<file path="src/rtl/uart_boot_loader_if.sv">
// uart_boot_loader_if: AHB-Lite write-master bus between the boot loader and the bus matrix
interface uart_boot_loader_if;
  logic [31:0] HADDR;
  logic [1:0]  HTRANS;
  logic        HWRITE;
  logic [2:0]  HSIZE;
  logic [2:0]  HBURST;
  logic [3:0]  HPROT;
  logic        HMASTLOCK;
  logic [31:0] HWDATA;
  logic        HREADY;
  logic        HRESP;
  modport master (
    output HADDR, HTRANS, HWRITE, HSIZE, HBURST, HPROT, HMASTLOCK, HWDATA,
    input  HREADY, HRESP
  );
  modport slave (
    input  HADDR, HTRANS, HWRITE, HSIZE, HBURST, HPROT, HMASTLOCK, HWDATA,
    output HREADY, HRESP
  );
endinterface

</file>
<file path="src/rtl/uart_boot_loader.sv">
// uart_boot_loader: UART image receiver writing SRAM over AHB-Lite, releases CPU on checksum match; optional RX silence timeout under UART_BOOT_TIMEOUT_EN
module uart_boot_loader #(
  parameter int unsigned BAUD_DIV    = 16,
  parameter logic [31:0] BASE_ADDR   = 32'h0000_0000,
  parameter int unsigned MAX_WORDS   = 16384
`ifdef UART_BOOT_TIMEOUT_EN
  , parameter int unsigned TIMEOUT_CYC = 1000000
`endif
) (
  input  logic                HCLK,
  input  logic                HRESETn,
  input  logic                RXD,
  uart_boot_loader_if.master  bus,
  output logic                CPU_HOLD,
  output logic                BOOT_DONE,
  output logic                BOOT_ERR
);
  typedef enum logic [1:0] {R_IDLE, R_START, R_DATA, R_STOP} rx_t;
  typedef enum logic [3:0] {SYNC, LEN0, LEN1, DATA, ADDR, WAIT, CSUM, DONE, ERR} st_t;
  localparam logic [15:0] HALF = 16'(BAUD_DIV / 2 - 1);
  localparam logic [15:0] FULL = 16'(BAUD_DIV - 1);
  localparam logic [16:0] MAXW = 17'(MAX_WORDS);
  logic        rx_s1, rx_s2, rx_d;
  rx_t         rx_st, rx_nx;
  logic [15:0] cnt;
  logic [2:0]  bitn;
  logic [7:0]  rx_sh;
  logic        tick, byte_vld, frame_err;
  st_t         st, nx;
  logic        done_q, boot_err;
  logic [15:0] nlen, idx;
  logic [31:0] word;
  logic [1:0]  bcnt;
  logic [7:0]  csum, pend, b;
  logic        pend_vld, fault;
  logic        stall, take, tmo, err_in, fault_now;
  logic [16:0] len_in;
  // two-flop synchroniser plus one history flop for start-edge detection
  always_ff @(posedge HCLK or negedge HRESETn)
    if (!HRESETn) {rx_s1, rx_s2, rx_d} <= 3'b111;
    else {rx_s1, rx_s2, rx_d} <= {RXD, rx_s1, rx_s2};
  // receiver state register
  always_ff @(posedge HCLK or negedge HRESETn)
    if (!HRESETn) rx_st <= R_IDLE;
    else rx_st <= rx_nx;
  assign tick = cnt == (rx_st == R_START ? HALF : FULL);
  // receiver next state: start bit rechecked at half a bit, then one sample per bit
  always_comb begin
    rx_nx = rx_st;
    case (rx_st)
      R_IDLE:  if (rx_d && !rx_s2) rx_nx = R_START;
      R_START: if (tick) rx_nx = rx_s2 ? R_IDLE : R_DATA;
      R_DATA:  if (tick && bitn == 3'd7) rx_nx = R_STOP;
      default: if (tick) rx_nx = R_IDLE;
    endcase
  end
  // receiver outputs: stop bit sample decides between a good byte and a framing error
  always_comb begin
    byte_vld  = rx_st == R_STOP && tick && rx_s2;
    frame_err = rx_st == R_STOP && tick && !rx_s2;
  end
  // bit timer, data bit counter and LSB-first shift register
  always_ff @(posedge HCLK or negedge HRESETn)
    if (!HRESETn) begin
      cnt   <= '0;
      bitn  <= '0;
      rx_sh <= '0;
    end else begin
      cnt <= (rx_st == R_IDLE || tick) ? 16'd0 : cnt + 16'd1;
      if (rx_st != R_DATA) bitn <= 3'd0;
      else if (tick) bitn <= bitn + 3'd1;
      if (rx_st == R_DATA && tick) rx_sh <= {rx_s2, rx_sh[7:1]};
    end
`ifdef UART_BOOT_TIMEOUT_EN
  logic [31:0] tcnt;
  // RX silence counter, frozen while idle in SYNC or finished in DONE
  always_ff @(posedge HCLK or negedge HRESETn)
    if (!HRESETn) tcnt <= '0;
    else if (byte_vld || st == ERR) tcnt <= '0;
    else if (st != SYNC && st != DONE && !tmo) tcnt <= tcnt + 32'd1;
  assign tmo = tcnt >= TIMEOUT_CYC;
`else
  assign tmo = 1'b0;
`endif
  assign stall     = st == ADDR || st == WAIT;
  assign take      = !stall && st != DONE && st != ERR && (pend_vld || byte_vld);
  assign b         = pend_vld ? pend : rx_sh;
  assign err_in    = frame_err || tmo;
  assign fault_now = err_in || (byte_vld && pend_vld);
  assign len_in    = {1'b0, b, nlen[7:0]};
  // loader state register; DONE decode registered so CPU_HOLD and BOOT_DONE switch together
  always_ff @(posedge HCLK or negedge HRESETn)
    if (!HRESETn) begin
      st     <= SYNC;
      done_q <= 1'b0;
    end else begin
      st     <= nx;
      done_q <= nx == DONE;
    end
  // loader next state; faults seen during a transfer are deferred to the end of its data phase
  always_comb begin
    nx = st;
    case (st)
      SYNC:    nx = err_in ? ERR : (take && b == 8'hA5) ? LEN0 : SYNC;
      LEN0:    nx = err_in ? ERR : take ? LEN1 : LEN0;
      LEN1:    nx = err_in ? ERR : !take ? LEN1 : len_in > MAXW ? ERR : len_in == 17'd0 ? CSUM : DATA;
      DATA:    nx = err_in ? ERR : (take && bcnt == 2'd3) ? ADDR : DATA;
      ADDR:    nx = WAIT;
      WAIT:    nx = !bus.HREADY ? WAIT : (bus.HRESP || fault || fault_now) ? ERR : (idx + 16'd1 == nlen) ? CSUM : DATA;
      CSUM:    nx = err_in ? ERR : !take ? CSUM : b == csum ? DONE : ERR;
      DONE:    nx = DONE;
      default: nx = SYNC;
    endcase
  end
  // loader datapath: length, word assembly, checksum, index and the one-byte overrun buffer
  always_ff @(posedge HCLK or negedge HRESETn)
    if (!HRESETn) begin
      boot_err <= 1'b0;
      nlen     <= '0;
      idx      <= '0;
      word     <= '0;
      bcnt     <= '0;
      csum     <= '0;
      pend     <= '0;
      pend_vld <= 1'b0;
      fault    <= 1'b0;
    end else if (st == ERR) begin
      boot_err <= 1'b1;
      idx      <= '0;
      csum     <= '0;
      pend_vld <= 1'b0;
      fault    <= 1'b0;
    end else begin
      if (st == SYNC && take && b == 8'hA5) begin
        csum     <= '0;
        idx      <= '0;
        bcnt     <= '0;
        boot_err <= 1'b0;
      end
      if (st == LEN0 && take) nlen[7:0] <= b;
      if (st == LEN1 && take) nlen[15:8] <= b;
      if (st == DATA && take) begin
        word <= {b, word[31:8]};
        csum <= csum ^ b;
        bcnt <= bcnt + 2'd1;
      end
      if (st == WAIT && bus.HREADY) idx <= idx + 16'd1;
      if (stall && fault_now) fault <= 1'b1;
      if (stall ? byte_vld : (pend_vld && byte_vld)) pend <= rx_sh;
      pend_vld <= stall ? (pend_vld || byte_vld) : (pend_vld && byte_vld) ? 1'b1 : take ? 1'b0 : pend_vld;
    end
  // bus and status outputs decoded from registered state
  always_comb begin
    bus.HTRANS = st == ADDR ? 2'b10 : 2'b00;
    bus.HADDR  = st == ADDR ? BASE_ADDR + {14'd0, idx, 2'b00} : 32'd0;
    bus.HWDATA = st == WAIT ? word : 32'd0;
    CPU_HOLD   = !done_q;
    BOOT_DONE  = done_q;
    BOOT_ERR   = boot_err;
  end
  assign bus.HWRITE    = 1'b1;
  assign bus.HSIZE     = 3'b010;
  assign bus.HBURST    = 3'b000;
  assign bus.HPROT     = 4'b0011;
  assign bus.HMASTLOCK = 1'b0;
endmodule

</file>
<file path="src/flat_wrapper.sv">
// flat-port wrapper written by rule: the top's interface ports become plain ports
module uart_boot_loader_flat 
#(
  parameter int unsigned BAUD_DIV    = 16,
  parameter logic [31:0] BASE_ADDR   = 32'h0000_0000,
  parameter int unsigned MAX_WORDS   = 16384

)
  (HCLK, HRESETn, RXD, CPU_HOLD, BOOT_DONE, BOOT_ERR, bus_HADDR, bus_HTRANS, bus_HWRITE, bus_HSIZE, bus_HBURST, bus_HPROT, bus_HMASTLOCK, bus_HWDATA, bus_HREADY, bus_HRESP);
  uart_boot_loader_if bus_i ();
  input  logic HCLK;
  input  logic HRESETn;
  input  logic RXD;
  output logic CPU_HOLD;
  output logic BOOT_DONE;
  output logic BOOT_ERR;
  output wire logic [$bits(bus_i.HADDR)-1:0] bus_HADDR;
  output wire logic [$bits(bus_i.HTRANS)-1:0] bus_HTRANS;
  output wire logic [$bits(bus_i.HWRITE)-1:0] bus_HWRITE;
  output wire logic [$bits(bus_i.HSIZE)-1:0] bus_HSIZE;
  output wire logic [$bits(bus_i.HBURST)-1:0] bus_HBURST;
  output wire logic [$bits(bus_i.HPROT)-1:0] bus_HPROT;
  output wire logic [$bits(bus_i.HMASTLOCK)-1:0] bus_HMASTLOCK;
  output wire logic [$bits(bus_i.HWDATA)-1:0] bus_HWDATA;
  input wire logic [$bits(bus_i.HREADY)-1:0] bus_HREADY;
  input wire logic [$bits(bus_i.HRESP)-1:0] bus_HRESP;
  assign bus_HADDR = bus_i.HADDR;
  assign bus_HTRANS = bus_i.HTRANS;
  assign bus_HWRITE = bus_i.HWRITE;
  assign bus_HSIZE = bus_i.HSIZE;
  assign bus_HBURST = bus_i.HBURST;
  assign bus_HPROT = bus_i.HPROT;
  assign bus_HMASTLOCK = bus_i.HMASTLOCK;
  assign bus_HWDATA = bus_i.HWDATA;
  assign bus_i.HREADY = bus_HREADY;
  assign bus_i.HRESP = bus_HRESP;
  uart_boot_loader #(.BAUD_DIV(BAUD_DIV), .BASE_ADDR(BASE_ADDR), .MAX_WORDS(MAX_WORDS)) u_core (.HCLK(HCLK), .HRESETn(HRESETn), .RXD(RXD), .bus(bus_i), .CPU_HOLD(CPU_HOLD), .BOOT_DONE(BOOT_DONE), .BOOT_ERR(BOOT_ERR));
endmodule
</file>
<file path="config.mk">
export PLATFORM = sky130hd
export DESIGN_NAME = uart_boot_loader_flat
export DESIGN_NICKNAME = d
export VERILOG_FILES = /design/src/rtl/uart_boot_loader_if.sv /design/src/rtl/uart_boot_loader.sv /design/src/flat_wrapper.sv
export SDC_FILE = /design/constraint.sdc
export NUM_CORES = 1
export LEC_CHECK = 0
export ABC_CLOCK_PERIOD_IN_PS = 6850
export CORE_ASPECT_RATIO = 1.2
export CORE_MARGIN = 3
export CORE_UTILIZATION = 35
export DETAILED_ROUTE_END_ITERATION = 10
export GPL_TIMING_DRIVEN = 0
export HOLD_SLACK_MARGIN = 0.06
export PLACE_DENSITY = 0.58
export REMOVE_ABC_BUFFERS = 1
export SETUP_SLACK_MARGIN = 0.4
export SYNTH_ARGS = -nofsm -noshare
export SYNTH_HDL_FRONTEND = slang
export SYNTH_SLANG_ARGS = --single-unit
</file>
<file path="constraint.sdc">
create_clock -name HCLK -period 6.85 [get_ports HCLK]
set_clock_uncertainty 0.1 [all_clocks]
set_input_delay 2.055 -clock HCLK [delete_from_list [all_inputs] [get_ports HCLK]]
set_output_delay 2.055 -clock HCLK [all_outputs]
set_load 0.02 [all_outputs]
</file>
## Word level (Yosys, flattened, before mapping)

Cells that the tools add are included.

- Output and inout bits: 81
- Bits in registers: 122
- Bits of input ports: 5

- Mux-type cells: 48
- Order comparisons: 1
- Bitwise gates (word level): 2
- Add/sub/neg operators: 4
- Reduce and logical (&&, ||, !) cells: 45
- Equality and inequality tests: 24

Operators by type and width:

| kind | count |
|---|---|
| 2-to-1 mux 16 bit | 4 |
| 2-to-1 mux 4 bit | 12 |
| adder 16 x 1 -> 16 bit (second input constant) | 2 |
| == test 16 bit | 2 |
| 2-to-1 mux 32 bit | 1 |
| 2-to-1 mux 8 bit | 4 |
| case mux 4 bit (8 select lines) | 1 |
| == test 4 x 3 -> 1 bit (second input constant) | 5 |
| logical AND 1 bit | 19 |
| 2-to-1 mux 18 bit | 1 |
| 2-to-1 mux 2 bit | 9 |
| logical NOT 17 bit | 1 |
| greater-than comparator 16 x 15 -> 1 bit (second input constant) | 1 |
| 2-to-1 mux 3 bit | 5 |
| 2-to-1 mux 1 bit | 10 |
| AND reduction 2 bit | 5 |
| nonzero test 3 bit | 3 |
| == test 4 x 2 -> 1 bit (second input constant) | 2 |
| == test 8 bit | 1 |
| == test 8 bit (second input constant) | 1 |
| nonzero test 2 bit | 4 |
| XOR 8 bit | 1 |
| == test 2 bit (second input constant) | 3 |
| logical OR 1 bit | 6 |
| 17 further kinds | 21 |

## Depth between registers and ports, before layout

Gate-level depths: netlist of run 1.

- Depth in word-level cells: 12
- Mapped depth: 10

## Worst setup path after synthesis of run 1

OpenSTA, ideal clock, no wires.

- Path type: register -> output
- Start point: reg u_core.st[1]
- End point: out bus_HADDR[10]
- Required time: 4.695 ns
- Path slack: 3.355 ns
- Cell stages (with the launch flop): 5
- Arrival time: 1.340 ns
- Cells stage by stage: dfrtp_1 clkbuf_1 nor2_1 clkbuf_1 and3_1

- Word-level cells in the longest chain between the ends: 2

RTL lines:

| what | RTL line | source |
|---|---|---|
| start, declared | uart_boot_loader.sv:29 | `st_t st, nx;` |
| start signal, assigned | uart_boot_loader.sv:97 | `st <= nx;` |
| == test 4 x 3 -> 1 bit | uart_boot_loader.sv:155 | `bus.HADDR = st == ADDR ? BASE_ADDR + {14'd0, idx, 2'b00} : 32'd0;` |
| 2-to-1 mux 18 bit | uart_boot_loader.sv:155 |  |
| end, declared | flat_wrapper.sv:17 | `output wire logic [$bits(bus_i.HADDR)-1:0] bus_HADDR;` |

No other way between the ends.

## Worst setup path after layout of run 1

- Start point: reg u_core.st[1]
- End point: out bus_HADDR[3]

Same word-level chain as after synthesis.

==> results of run 1 <==
routing by layer:
layer	vias up	GRT usage (%)	share of wire, %
met4	0	5.25	1.4
met2	106	25.2	49
met1	2459	19.6	46
met5	-	0	0
li1	2594	-	-
met3	18	3.24	3.1
power by group:
group	switching [uW]	internal (uW)	leakage, uW	total [uW]
registers	27.6	743	0.00166	770
clock network	344	605	0.000295	948
logic	83.7	41.2	0.00171	125
metrics by stage:
| stage | setup slack, ns | utilization, % | setup TNS (ns) | instance area, sq um | total power (uW) |
|---|---|---|---|---|---|
| final | 1.99 | 43.2 | 0 | 8000 | 1840 |
| after floorplan | 2.56 | - | 0 | 6380 | 866 |
| after detailed placement | 2.43 | 39.8 | 0 | 7370 | 910 |
| after global placement | -1.37 | 39.2 | -161.39 | 7260 | 906 |
| after global routing | 1.85 | 43.2 | 0 | 8000 | 1910 |
| after CTS | 2.01 | 43.2 | 0 | 8000 | 1860 |
how the worst max path moves through the flow:
| stage | from | endpoint | slack (ns) | depth (start not counted) |
|---|---|---|---|---|
| finish | u_core.st[1]$_DFF_PN0_ | bus_HADDR[3] | 1.99 | 3 |
| global route | u_core.st[1]$_DFF_PN0_ | bus_HADDR[15] | 1.85 | 3 |
| CTS | u_core.st[1]$_DFF_PN0_ | bus_HADDR[8] | 2.01 | 3 |
| detailed placement | bus_HREADY | u_core.idx[5]$_DFFE_PN0P_ | 2.43 | 5 |
| global placement | HRESETn | u_core.idx[15]$_DFFE_PN0P_ | -1.37 | 1 |
| floorplan | u_core.st[2]$_DFF_PN0_ | bus_HADDR[10] | 2.56 | 2 |
cell usage after synthesis (3+ instances only):
cell type and number:
nand2_1 138, dfrtp_1 119, nor2_1 57, and3_1 54
o21ai_0 46, clkbuf_1 34, buf_4 30, xnor2_1 28
nand3_1 24, xor2_1 18, a21oi_1 17, mux2_2 17
a31oi_1 11, inv_1 11, nor4_1 11, o21a_1 10
or3_1 10, buf_2 8, mux2i_1 8, nand4_1 8
nor3_1 7, and2_1 6, ha_1 5, mux2i_2 5
o211ai_1 5, nand2b_1 4, o31ai_1 4, dfstp_2 3
nor2b_1 3, nor4b_1 3, o2111ai_1 3, o41ai_1 3
cells by family after synthesis:
| logic type | share of synthesized area, % |
|---|---|
| AO/OA/AOI/OAI | 11.2 |
| XOR/XNOR | 6.01 |
| adder cells (fa/ha/maj) | 0.934 |
| buffers and inverters | 6.87 |
| flip-flops | 45.6 |
| multiplexers | 5.08 |
| other | 0.112 |
| AND/OR/NAND/NOR | 24.2 |
cell usage in the layout (no fill, tap or decap), types with 5 or more instances in the layout:
| cell type | instances |
|---|---|
| o21a_1 | 10 |
| mux2i_2 | 5 |
| nor3_1 | 7 |
| nand3_1 | 24 |
| mux2_2 | 17 |
| o21ai_0 | 46 |
| or3_1 | 10 |
| nand2_1 | 138 |
| conb_1 | 29 |
| xor2_1 | 18 |
| dfrtp_1 | 119 |
| a31oi_1 | 11 |
| a21oi_1 | 17 |
| ha_1 | 5 |
| xnor2_1 | 28 |
| nand4_1 | 8 |
| o211ai_1 | 5 |
| nor2_1 | 57 |
| inv_1 | 11 |
| clkdlybuf4s50_1 | 55 |
| mux2i_1 | 8 |
| nor4_1 | 11 |
| clkbuf_16 | 17 |
| and3_1 | 54 |
| and2_1 | 6 |
worst max-delay path, cell delays in order, from the launching register on:
cell	delay [ns]
dfrtp_1	0.51
nor2_1	0.89
and3_1	0.28
clkdlybuf4s50_1	0.60
flip-flops by register name, indices dropped and copies added, names as in the netlist, 2 cells and up:
| register | cells |
|---|---|
| u_core.word | 32 |
| u_core.pend | 8 |
| u_core.bitn | 3 |
| u_core.bcnt | 2 |
| u_core.rx_sh | 8 |
| u_core.cnt | 16 |
| u_core.st | 4 |
| u_core.nlen | 16 |
| u_core.rx_st | 2 |
| u_core.csum | 8 |
| u_core.idx | 16 |
final cells by class:
cell class	count	share of cell area [%]
repair buffers	60	8.15
flip-flops and latches	122	38.2
clock inverters	12	2.05
multi-input cells	566	41.3
inverters	11	0.516
clock buffers	20	5.84
well taps	252	3.94
==> results.py, run 1 <==
metrics = {
    "status": {
        "status": "complete, no violations",
    },
    "global_route": {
        "antenna_found_initial": 0,
        "grt_pass1_vias": 5069,
        "grt_max_degree": 75,
        "grt_pass1_wl_um": 25600,
        "grt-ovfl-total": 0,
        "grt.total_usage_pct": 15.1,
    },
    "place": {
        "dpl.hpwl_um": 10200,
        "port-buffer-count": 56,
        "routabilityCongestion": 0.846,
        "dpl.cell_count": 1011,
    },
    "clock_tree": {
        "cts_htree_levels": 4,
        "clkLatencyLatePin_ns": 0.42,
        "cts_setup_buffers": 0,
        "cts_resized": 0,
        "hold_buffers": 0,
        "clk_pin_slew_worst_paths_ns": 0.06,
        "cts_buffers": 17,
        "root_buffer": "clkbuf_16",
        "tritoncts": "yes",
        "clock_path_buffers": 2,
        "numClockSinks": 122,
    },
    "timing": {
        "slew_headroom_pct": 16.5,
        "rsz0062_at_grt": "false",
        "fin_crit_sh_pct": 70.9,
        "setup_violations": 0,
        "hold_viol_final": 0,
        "fmax_mhz": 206,
        "hold_slack_ns": 0.255,
        "worst_pin_slew_ns": 1.25,
        "maxSlewViolCount": 0,
        "fin_crit_ns": 4.86,
    },
    "worst_hold_path": {
        "whs_path_depth": 0,
        "hold_end": "u_core.rx_s2$_DFF_PN1_",
        "min_from": "u_core.rx_s1$_DFF_PN1_",
        "hold_path.class": "flip-flop to flip-flop",
    },
    "logic_synthesis": {
        "synth_area_leader_cell": "dfrtp_1",
        "synth.area.top_cells": "dfrtp_1 (44%), nand2_1 (7.7%), and3_1 (5.0%), xnor2_1 (3.7%), o21ai_0 (3.4%)",
        "ys_seq_area_share_pct": 45.6,
        "ys_ff_latch": 122,
        "syn_inst": 747,
        "async_flop_share_pct": 100,
        "yosysTopAreaCellShare_pct": 44.4,
        "syn_area_per_cell_sq_um": 8.97,
        "synthDistinctLibCells": 61,
        "synth_edf_count": 0,
        "ys_warn_count": 0,
        "synth_ff_type": "dfrtp_1",
        "syn_area_sq_um": 6700,
    },
    "worst_setup_path": {
        "endpoint_kind": "primary output",
        "rrSetupSlack_ns": 3.60,
        "timing.rr.start": "u_core.st[2]$_DFF_PN0_",
        "critPathKind": "flip-flop to primary output",
        "crit_fanout": 18,
        "start_kind": "flip-flop",
        "crit_required_ns": 4.70,
        "rr_endpoint": "u_core.idx[7]$_DFFE_PN0P_",
        "arrival_ns": 2.70,
        "reg2reg_depth": 7,
    },
    "finish": {
        "area_growth_pct": 19.3,
        "drive_above_1_share_pct": 8.85,
        "multiInputGateArea_sq_um": 3300,
        "diodes": 0,
        "nets": 788,
        "final.fill_count": 1865,
        "ff_latch_area_sq_um": 3060,
        "instances_no_fill": 1043,
    },
    "route": {
        "drcViolationCount": 0,
        "vias": 5177,
        "dr.pass1.iters": 4,
        "wl_per_cell_um": 14.5,
        "wl_um": 15100,
        "vias_per_cell": 4.96,
        "ant_nets": 0,
        "drt-initial-drc-count": 272,
    },
    "power_and_ir_drop": {
        "p_per_area_nw_per_um2": 231,
        "ir_drop_uv": 156,
        "p_leak_uw": 0.00367,
    },
    "die": {
        "die_width_um": 132,
        "rows": 54,
        "die-area_sq_um": 20900,
        "boundaryPins": 86,
        "start_util_pct": 36.2,
        "die_h_um": 158,
        "core_area_sq_um": 18500,
    },
    "run": {
        "max_cap_violations": 0,
    },
}
(Power assumes the default switching activity.)
==> run 2, diff against run 1 <==
Settings changed: ABC_CLOCK_PERIOD_IN_PS 6850 to 4100, PLACE_DENSITY 0.58 to 0.6.
Clock period 6.85 ns to 4.1 ns, I/O delays scaled along.
==> results.py, run 2 (same netlist as run 1, synthesis figures left out) <==
metrics = {
    "worst_setup_path": {
        "max_stage_delay_ns": 0.61,
        "arrival_ns": 2.22,
        "cp_slowest_cell": "dfrtp_2",
        "crit_fanout": 18,
        "endpoint_kind": "primary output",
        "critPathKind": "flip-flop to primary output",
        "crit_required_ns": 2.77,
        "rrSetupSlack_ns": 0.82,
        "start_kind": "flip-flop",
        "crit_chain": "nor2b_4 -> and3_1 -> clkdlybuf4s50_1",
    },
    "finish": {
        "final_common_cell": "nand2_1",
        "multiInputGateArea_sq_um": 3360,
        "diodes": 0,
        "fin_area_sq_um": 8060,
        "instances_no_fill": 1051,
        "area_growth_pct": 20.2,
        "largest_register_ffs": 32,
        "drive_above_1_share_pct": 9.89,
        "ff_latch_area_sq_um": 3060,
        "finalCoreUtilization_pct": 43.5,
        "nets": 796,
        "mostFrequentLayoutCells": "nand2_1 (138), dfrtp_1 (116), nor2_1 (56)",
        "final.fill_count": 1846,
        "regMostFlops": "u_core.word",
    },
    "timing": {
        "fin_crit_ns": 3.55,
        "hold_viol_final": 0,
        "fin_crit_sh_pct": 86.6,
        "setup_violations": 0,
        "rsz0062_at_grt": "false",
        "maxSlewViolCount": 0,
        "worst_pin_slew_ns": 1.27,
        "slew_headroom_pct": 15.3,
        "fmax_mhz": 282,
        "finalWorstSetupSlack_ns": 0.548,
    },
    "clock_tree": {
        "cts_htree_levels": 4,
        "hold_buffers": 0,
        "numClockSinks": 122,
        "cts_buffers": 17,
        "clk_pin_slew_worst_paths_ns": 0.05,
        "tritoncts": "yes",
        "root_buffer": "clkbuf_16",
        "clkLatencyLatePin_ns": 0.41,
        "clock_path_buffers": 2,
    },
    "place": {
        "placed_area_sq_um": 7330,
        "routabilityCongestion": 0.832,
        "dpl.cell_count": 1010,
        "dpl.hpwl_um": 10200,
        "dp_slack_ns": 0.360,
        "port-buffer-count": 56,
    },
    "route": {
        "ant_nets": 0,
        "drcViolationCount": 0,
        "wl_um": 16000,
        "vias_per_cell": 5.10,
        "drt-initial-drc-count": 257,
        "wl_per_cell_um": 15.2,
        "vias": 5355,
        "dr.pass1.iters": 5,
    },
    "global_route": {
        "grt-ovfl-total": 0,
        "grt.total_usage_pct": 15.5,
        "grt_use_met3_pct": 2.89,
        "met2_usage_pct": 27.2,
        "grt_pass1_wl_um": 26000,
        "use_met1_pct": 19.3,
        "grt_max_degree": 70,
        "grt.busiest_layer": "met2",
        "antenna_found_initial": 0,
        "grt_pass1_vias": 5133,
    },
    "power_and_ir_drop": {
        "p_per_area_nw_per_um2": 377,
        "total_power_uw": 3040,
        "ir_drop_uv": 272,
        "p_leak_uw": 0.00374,
    },
    "die": {
        "die_h_um": 158,
        "rows": 54,
        "boundaryPins": 86,
        "die_width_um": 132,
        "die-area_sq_um": 20900,
        "core_area_sq_um": 18500,
        "start_util_pct": 36.2,
    },
    "run": {
        "max_cap_violations": 0,
    },
    "status": {
        "status": "complete, no violations",
    },
    "worst_hold_path": {
        "hold_path.class": "flip-flop to flip-flop",
    },
}
[run 2: cell count changes in the layout (fill, tap and decap cells not counted), moves of 4 or more]
cell / change
clkinvlp_4: -4
nor2b_4: +4
buf_4: +5
clkinv_2: +5
[run 2: what timing repair did]
item / 4_1_cts / 5_1_grt
cloned: 3 / 0
buffers inserted: 3 / 3
setup endpoints to repair: 48 / 47
resized for setup: 5 / 4
[run 2: critical path: cells and delay by family (launching register included)]
kind,cells,cell delay [ns]
DFF,1,0.61
buffers and inverters,1,0.61
and+or+nand+nor,2,0.58
[run 2: path summary, 6_finish.rpt]
path | start | endpoint | cells after the start
min reg2reg | u_core.rx_s1$_DFF_PN1_ | u_core.rx_s2$_DFF_PN1_ | 0
max in group asynchronous | HRESETn | u_core.st[0]$_DFF_PN0_ | 2
min | u_core.rx_s1$_DFF_PN1_ | u_core.rx_s2$_DFF_PN1_ | 0
max | u_core.st[2]$_DFF_PN0_ | bus_HWDATA[5] | 3
max reg2reg | u_core.st[2]$_DFF_PN0_ | u_core.idx[10]$_DFFE_PN0P_ | 7
min in group asynchronous | HRESETn | u_core.word[1]$_DFFE_PN0P_ | 1
[run 2: layout make-up]
cell class | instances | share of cell area [%]
repair buffers | 65 | 8.40
inverters | 11 | 0.513
multi-input cells | 569 | 41.7
flip-flops and latches | 122 | 38.0
well taps | 252 | 3.91
clock inverters | 8 | 1.43
clock buffers | 24 | 6.10
[run 2: metal layers]
metal  wire [um]  share of wire [%]  up-vias
met5           0                  0        -
met4         169                1.1        0
met3         570                3.6       11
met2        8010                 50      112
met1        7220                 45     2612
li1            -                  -     2620
[run 2: power breakdown]
| group | switching, uW | total [uW] | internal [uW] |
|---|---|---|---|
| clock network | 525 | 1540 | 1020 |
| registers | 46.9 | 1290 | 1240 |
| logic | 140 | 209 | 69.1 |
[run 2: through the flow]
stage	TNS (ns)	hold WS, ns
after detailed placement	0	0.248
final	0	0.255
after CTS	0	0.256
after floorplan	0	0.245
after global placement	-466.73	0.248
after global routing	0	0.263
